`config.mk`:
```
export PLATFORM = sky130hd
export DESIGN_NAME = fft_frame_arbiter
export DESIGN_NICKNAME = d
export VERILOG_FILES = /design/src/rtl/fft_frame_arbiter.sv
export SDC_FILE = /design/constraint.sdc
export NUM_CORES = 1
export LEC_CHECK = 0
export ABC_AREA = 1
export BUFFER_PORTS_ARGS = -buffer_cell sky130_fd_sc_hd__buf_2
export CELL_PAD_IN_SITES_DETAIL_PLACEMENT = 0
export CELL_PAD_IN_SITES_GLOBAL_PLACEMENT = 1
export CORE_MARGIN = 2
export CORE_UTILIZATION = 35
export DETAILED_ROUTE_END_ITERATION = 7
export PLACE_DENSITY = 0.89
export SYNTH_ARGS = -nofsm -noshare
export SYNTH_HDL_FRONTEND = slang
export SYNTH_SLANG_ARGS = --single-unit
```
`constraint.sdc`:
```
create_clock -name clock -period 3.5 [get_ports clock]
set_clock_uncertainty 0.2 [all_clocks]
set_input_delay 0.35 -clock clock [delete_from_list [all_inputs] [get_ports clock]]
set_output_delay 0.35 -clock clock [all_outputs]
set_load 0.03 [all_outputs]
```
`src/rtl/fft_frame_arbiter.sv`:
```
// Frame-granular round-robin sharing of one FFT pipeline between two sample sources,
// with channel / start-of-frame relabelling of the FFT output stream.
module fft_frame_arbiter #(
    parameter int WIDTH = 16,
    parameter int N     = 64,
    parameter int TAGQ  = 4,
    parameter int GAP   = 0
) (
    input  logic                    clock,
    input  logic                    reset,
    input  logic [1:0]              req,
    output logic [1:0]              src_rd,
    input  logic signed [WIDTH-1:0] src0_r,
    input  logic signed [WIDTH-1:0] src0_i,
    input  logic signed [WIDTH-1:0] src1_r,
    input  logic signed [WIDTH-1:0] src1_i,
    output logic                    fft_idata_en,
    output logic signed [WIDTH-1:0] fft_idata_r,
    output logic signed [WIDTH-1:0] fft_idata_i,
    input  logic                    fft_odata_en,
    input  logic signed [WIDTH-1:0] fft_odata_r,
    input  logic signed [WIDTH-1:0] fft_odata_i,
    output logic                    odata_en,
    output logic signed [WIDTH-1:0] odata_r,
    output logic signed [WIDTH-1:0] odata_i,
    output logic                    odata_ch,
    output logic                    odata_sof,
    output logic                    busy,
    output logic                    err
);
    localparam int IW = $clog2(N);
    localparam int QW = $clog2(TAGQ);
    localparam int GW = (GAP > 1) ? $clog2(GAP) : 1;

    typedef enum logic [1:0] {IDLE, STREAM, HOLD} state_t;

    state_t          state, state_nxt;
    logic            ch, last_ch;
    logic [IW-1:0]   icnt;
    logic [GW-1:0]   gcnt;
    logic            push, pop, arb_ok, arb_ch, frame_end, hold_end, tag_empty;
    logic            tag_mem [TAGQ];
    logic [QW-1:0]   wptr, rptr;
    logic [QW:0]     tcnt;
    logic [IW-1:0]   ocnt;

    logic                    in_vld_p1, out_vld_p1, out_ch_p1, out_sof_p1;
    logic signed [WIDTH-1:0] in_r_p1, in_i_p1, out_r_p1, out_i_p1;

    // On simultaneous requests serve the channel that did not win last time.
    function automatic logic rr_pick(input logic [1:0] r, input logic last);
        if (r == 2'b11) return ~last;
        return r[1];
    endfunction

    assign arb_ok    = (tcnt < (QW+1)'(TAGQ)) && (req != 2'b00);
    assign arb_ch    = rr_pick(req, last_ch);
    assign frame_end = (icnt == IW'(N-1));
    assign hold_end  = (gcnt == GW'(GAP-1));
    assign tag_empty = (tcnt == '0);
    assign pop       = fft_odata_en && (ocnt == IW'(N-1)) && !tag_empty;

    always_ff @(posedge clock or posedge reset) begin
        if (reset) state <= IDLE;
        else       state <= state_nxt;
    end

    always_comb begin
        state_nxt = state;
        push      = 1'b0;
        case (state)
            IDLE: begin
                if (arb_ok) begin
                    state_nxt = STREAM;
                    push      = 1'b1;
                end
            end
            STREAM: begin
                if (frame_end) begin
                    if (GAP > 0)     state_nxt = HOLD;
                    else if (arb_ok) push      = 1'b1;
                    else             state_nxt = IDLE;
                end
            end
            HOLD: begin
                if (hold_end) begin
                    if (arb_ok) begin
                        state_nxt = STREAM;
                        push      = 1'b1;
                    end else begin
                        state_nxt = IDLE;
                    end
                end
            end
            default: state_nxt = IDLE;
        endcase
    end

    always_comb begin
        src_rd = 2'b00;
        if (state == STREAM) src_rd = ch ? 2'b10 : 2'b01;
        busy = (state == STREAM) || !tag_empty;
    end

    // last_ch resets to 1 so the first contested grant goes to ch0.
    always_ff @(posedge clock or posedge reset) begin
        if (reset) begin
            ch      <= 1'b0;
            last_ch <= 1'b1;
            icnt    <= '0;
            gcnt    <= '0;
        end else begin
            if (push) begin
                ch      <= arb_ch;
                last_ch <= arb_ch;
            end
            icnt <= (state == STREAM && !frame_end) ? icnt + 1'b1 : '0;
            gcnt <= (state == HOLD) ? gcnt + 1'b1 : '0;
        end
    end

    always_ff @(posedge clock) begin
        if (push) tag_mem[wptr] <= arb_ch;
    end

    always_ff @(posedge clock or posedge reset) begin
        if (reset) begin
            wptr <= '0;
            rptr <= '0;
            tcnt <= '0;
        end else begin
            if (push) wptr <= wptr + 1'b1;
            if (pop)  rptr <= rptr + 1'b1;
            if (push && !pop)      tcnt <= tcnt + 1'b1;
            else if (pop && !push) tcnt <= tcnt - 1'b1;
        end
    end

    // Stage p1: registered FFT input stream
    always_ff @(posedge clock or posedge reset) begin
        if (reset) begin
            in_vld_p1 <= 1'b0;
            in_r_p1   <= '0;
            in_i_p1   <= '0;
        end else begin
            in_vld_p1 <= |src_rd;
            in_r_p1   <= ch ? src1_r : src0_r;
            in_i_p1   <= ch ? src1_i : src0_i;
        end
    end

    // Stage p1: tagged result stream; an untagged result is forwarded as ch0 and flagged
    always_ff @(posedge clock or posedge reset) begin
        if (reset) begin
            out_vld_p1 <= 1'b0;
            out_r_p1   <= '0;
            out_i_p1   <= '0;
            out_ch_p1  <= 1'b0;
            out_sof_p1 <= 1'b0;
            ocnt       <= '0;
            err        <= 1'b0;
        end else begin
            out_vld_p1 <= fft_odata_en;
            out_sof_p1 <= fft_odata_en && (ocnt == '0);
            if (fft_odata_en) begin
                out_r_p1  <= fft_odata_r;
                out_i_p1  <= fft_odata_i;
                out_ch_p1 <= tag_empty ? 1'b0 : tag_mem[rptr];
                ocnt      <= ocnt + 1'b1;
                if (tag_empty) err <= 1'b1;
            end
        end
    end

    assign fft_idata_en = in_vld_p1;
    assign fft_idata_r  = in_r_p1;
    assign fft_idata_i  = in_i_p1;
    assign odata_en     = out_vld_p1;
    assign odata_r      = out_r_p1;
    assign odata_i      = out_i_p1;
    assign odata_ch     = out_ch_p1;
    assign odata_sof    = out_sof_p1;
endmodule
```
==> key figures <==
STA
  • Fin. max-slew vios: 0
  • Final Hold Fails: 0
  • # setup viols final: 0
  • RSZ-0062 raised after global routing: no
  • Minimum clock period: 2.42 ns
  • Worst-Margin Slew: around 0.84 ns
  • Fmax: ~0.41 GHz
  • Rel. slew slack: between 40% and 50%
  • Setup TNS: 0 ns
  • Period utilization: 69.1%

Clock network
  • Post-CTS Setup Bufs: 0
  • H-tree depth: 3
  • CTS root buf: clkbuf_8
  • Number of hold buffers added after CTS: 34
  • Clock buffer count from CTS: 9
  • CTS sink count: 95
  • Post_cts resized: 0
  • Clock Tree Buf Depth: 2
  • Clock transition at the registers of the reported paths: 0.09 ns
  • TritonCTS clock tree: done
  • Worst-Skew Late Latency: 0.36 ns

Floorplan
  • Rows: 38
  • Die area: 11900 µm²
  • Die H: 109 µm
  • Core Area: 10800 µm²
  • Starting Density: a little over a third
  • Die width: 109 µm
  • # IOs: 173

Pwr
  • PD cells: 456 nW/µm²
  • Power, Total: 0.00249 W
  • Peak supply drop: 0.210 mV
  • Leakage: 2.89 nW

Route
  • Vias per cell: 4.33
  • Iter 0 DRT Violations: 157
  • WL final: 9280 µm
  • Vias: 3115
  • DRC viols: 0
  • First-pass DRT Iterations: 4
  • Average wire per standard cell: around 13 µm
  • Detail Route Antenna Nets: 0

Yosys
  • Sequential area share after synthesis: 62.1%
  • Yosys warning count: 0
  • Syn avg cell area: 10.8 µm²
  • Synth async-reset ratio: 95.8%
  • Syn Inst Count: 359
  • Post-synth EDFFs: 4
  • Post-Synthesis Net Count: about 470
  • Yosys cell types: 29
  • Seq cells post-synth: 95
  • Primary FF master, synth: dfrtp_1
  • Syn Std Cell Area: slightly below 4000 µm²

Worst hold path
  • Worst hold path type: input pin to flop

Placed design
  • Placer congestion estimate: just over 0.8
  • PortBufs: 172
  • DP Area: 4850 µm²
  • Hpwl dp: 6560 µm

Setup path
  • Highest fanout seen on the critical path: 9
  • Arr. time, crit path: 2.50 ns
  • CP endpoint: tcnt[2]
  • Setup Crit Path Kind: flop to flop
  • Worst reg2reg path endpoint: tcnt[2]
  • Reg2Reg Depth: 12
  • Data required, critical path: 3.58 ns
  • R2R setup slack: 1.08 ns
  • RR Startpoint: icnt[0]
  • CP Launch Point: icnt[0]
  • Crit start category: flop
  • Critical Path Sink Type: flop

Outcome
  • Status: finished clean

GRT
  • GR Util All Layers: 15.5%
  • Vias in the first global route: 3060
  • Initial antenna violation count: 0
  • Grt ovf: 0
  • Largest net degree at the start of global routing: 51
  • First-pass GRT wire length: 14100 µm

Layout
  • Filler cells: 963
  • Design area: 5450 µm²
  • Area growth from synthesis to layout: 41.3%
  • ANT cells: 0
  • Layout cells sized above 1: about two fifths
  • Final net count: between 600 and 700

Job
  • Number of max-cap violations: 0
==> per-stage QoR <==
stage               hold WS [ns]  instances  util (%)  setup slack [ns]
global route            0.000184        720      50.5             0.887
floorplan                  0.181        359         -             0.588
global placement           0.179        663      44.9              1.20
CTS                     0.000249        713      49.9              1.06
detailed placement         0.183        663      44.9              1.10
finish                    0.0176        720      50.5              1.08
==> synth_stat cells (2+ instances only) <==
cell | instances | area [µm²]
edfxtp_1 | 4 | 120
xor2_1 | 6 | 52.6
a21oi_1 | 4 | 20.0
buf_6 | 3 | 33.8
buf_2 | 5 | 25.0
inv_1 | 23 | 86.3
clkbuf_1 | 3 | 11.3
dfrtp_1 | 90 | 2250
ha_1 | 8 | 100
xnor2_1 | 2 | 17.5
mux2_2 | 32 | 360
o21ai_0 | 2 | 10.0
nor2_1 | 19 | 71.3
nand3_1 | 11 | 55.1
nand2_1 | 133 | 499
==> state kept, by name, summed over array words and instances (netlist names), 2 cells and up <==
register     count
fft_idata_i     16
fft_idata_r     16
odata_i         16
odata_r         16
icnt             6
ocnt             6
tag_mem          4
tcnt             3
rptr             2
wptr             2
==> power breakdown <==
part | switching (W) | internal [W] | leakage [nW] | total (W)
sequential | 0.0000757 | 0.00121 | 1.12 | 0.00129
combinational | 0.000316 | 0.000205 | 1.68 | 0.000521
clock | 0.000380 | 0.000301 | 0.0856 | 0.000681
==> layer usage <==
| layer | part of all wire (%) | vias to the layer above | GRT usage (%) |
|---|---|---|---|
| met4 | 1.7 | 0 | 5.49 |
| met2 | 51 | 99 | 28.0 |
| met5 | 0 | - | 0 |
| met3 | 6.8 | 14 | 4.00 |
| li1 | - | 1552 | - |
| met1 | 41 | 1450 | 17.4 |
==> worst max-delay path, cell delays in order, from the launching register on <==
cell and delay, ns:
dfrtp_1 0.38, ha_1 0.21, nand3_2 0.13, o21bai_4 0.23
nand2_4 0.12, inv_1 0.08, ha_1 0.16, inv_1 0.07
fa_1 0.39, inv_1 0.07, nand2_1 0.05, nand3_1 0.09
xor2_1 0.16
==> cell families (layout without fill, tap and decap cells) <==
kind of cell	count (synthesis)	count (layout)	share of synthesized area (%)
AOI/OAI and AO/OA	10	10	1.85
xor gates and xnor gates	8	8	1.82
adders and majority gates	9	9	3.11
buffers and inverters	36	257	4.34
DFF	95	95	62.1
muxes	32	32	9.34
and+or+nand+nor	169	169	17.4
==> worst min path at each step <==
stage	slack, ns	depth (start not counted)	endpoint	start
floorplan	0.18	0	odata_en	fft_odata_en
global placement	0.18	0	fft_idata_en	state[0]
detailed placement	0.18	0	fft_idata_en	state[0]
CTS	0.0002	2	fft_idata_r[13]	src0_r[13]
global route	0.0002	2	fft_idata_i[1]	src1_i[1]
finish	0.02	2	fft_idata_i[15]	src0_i[15]
==> cells in the final DEF (no fill, tap or decap), types with 2 or more instances in the layout <==
master	count
buf_2	172
nand2_1	133
dfrtp_1	90
dlygate4sd3_1	41
mux2_2	32
inv_1	22
nor2_1	19
nand3_1	11
clkbuf_8	9
ha_1	8
xor2_1	6
a21oi_1	4
clkinvlp_4	4
buf_4	4
edfxtp_1	4
o21ai_0	2
xnor2_1	2
clkinv_2	2
==> area by class of cell <==
type                            count  area [µm²]  share of cell area (%)
Tap cell                          140         175                    3.21
Clock inverter                      6        43.8                   0.803
Clock buffer                       10         149                    2.73
Timing Repair Buffer              217        1300                    23.9
Inverter                           24        91.3                    1.68
Multi-Input combinational cell    228        1290                    23.7
Sequential cell                    95        2400                    44.0
Power figures use the tool's default switching activity.
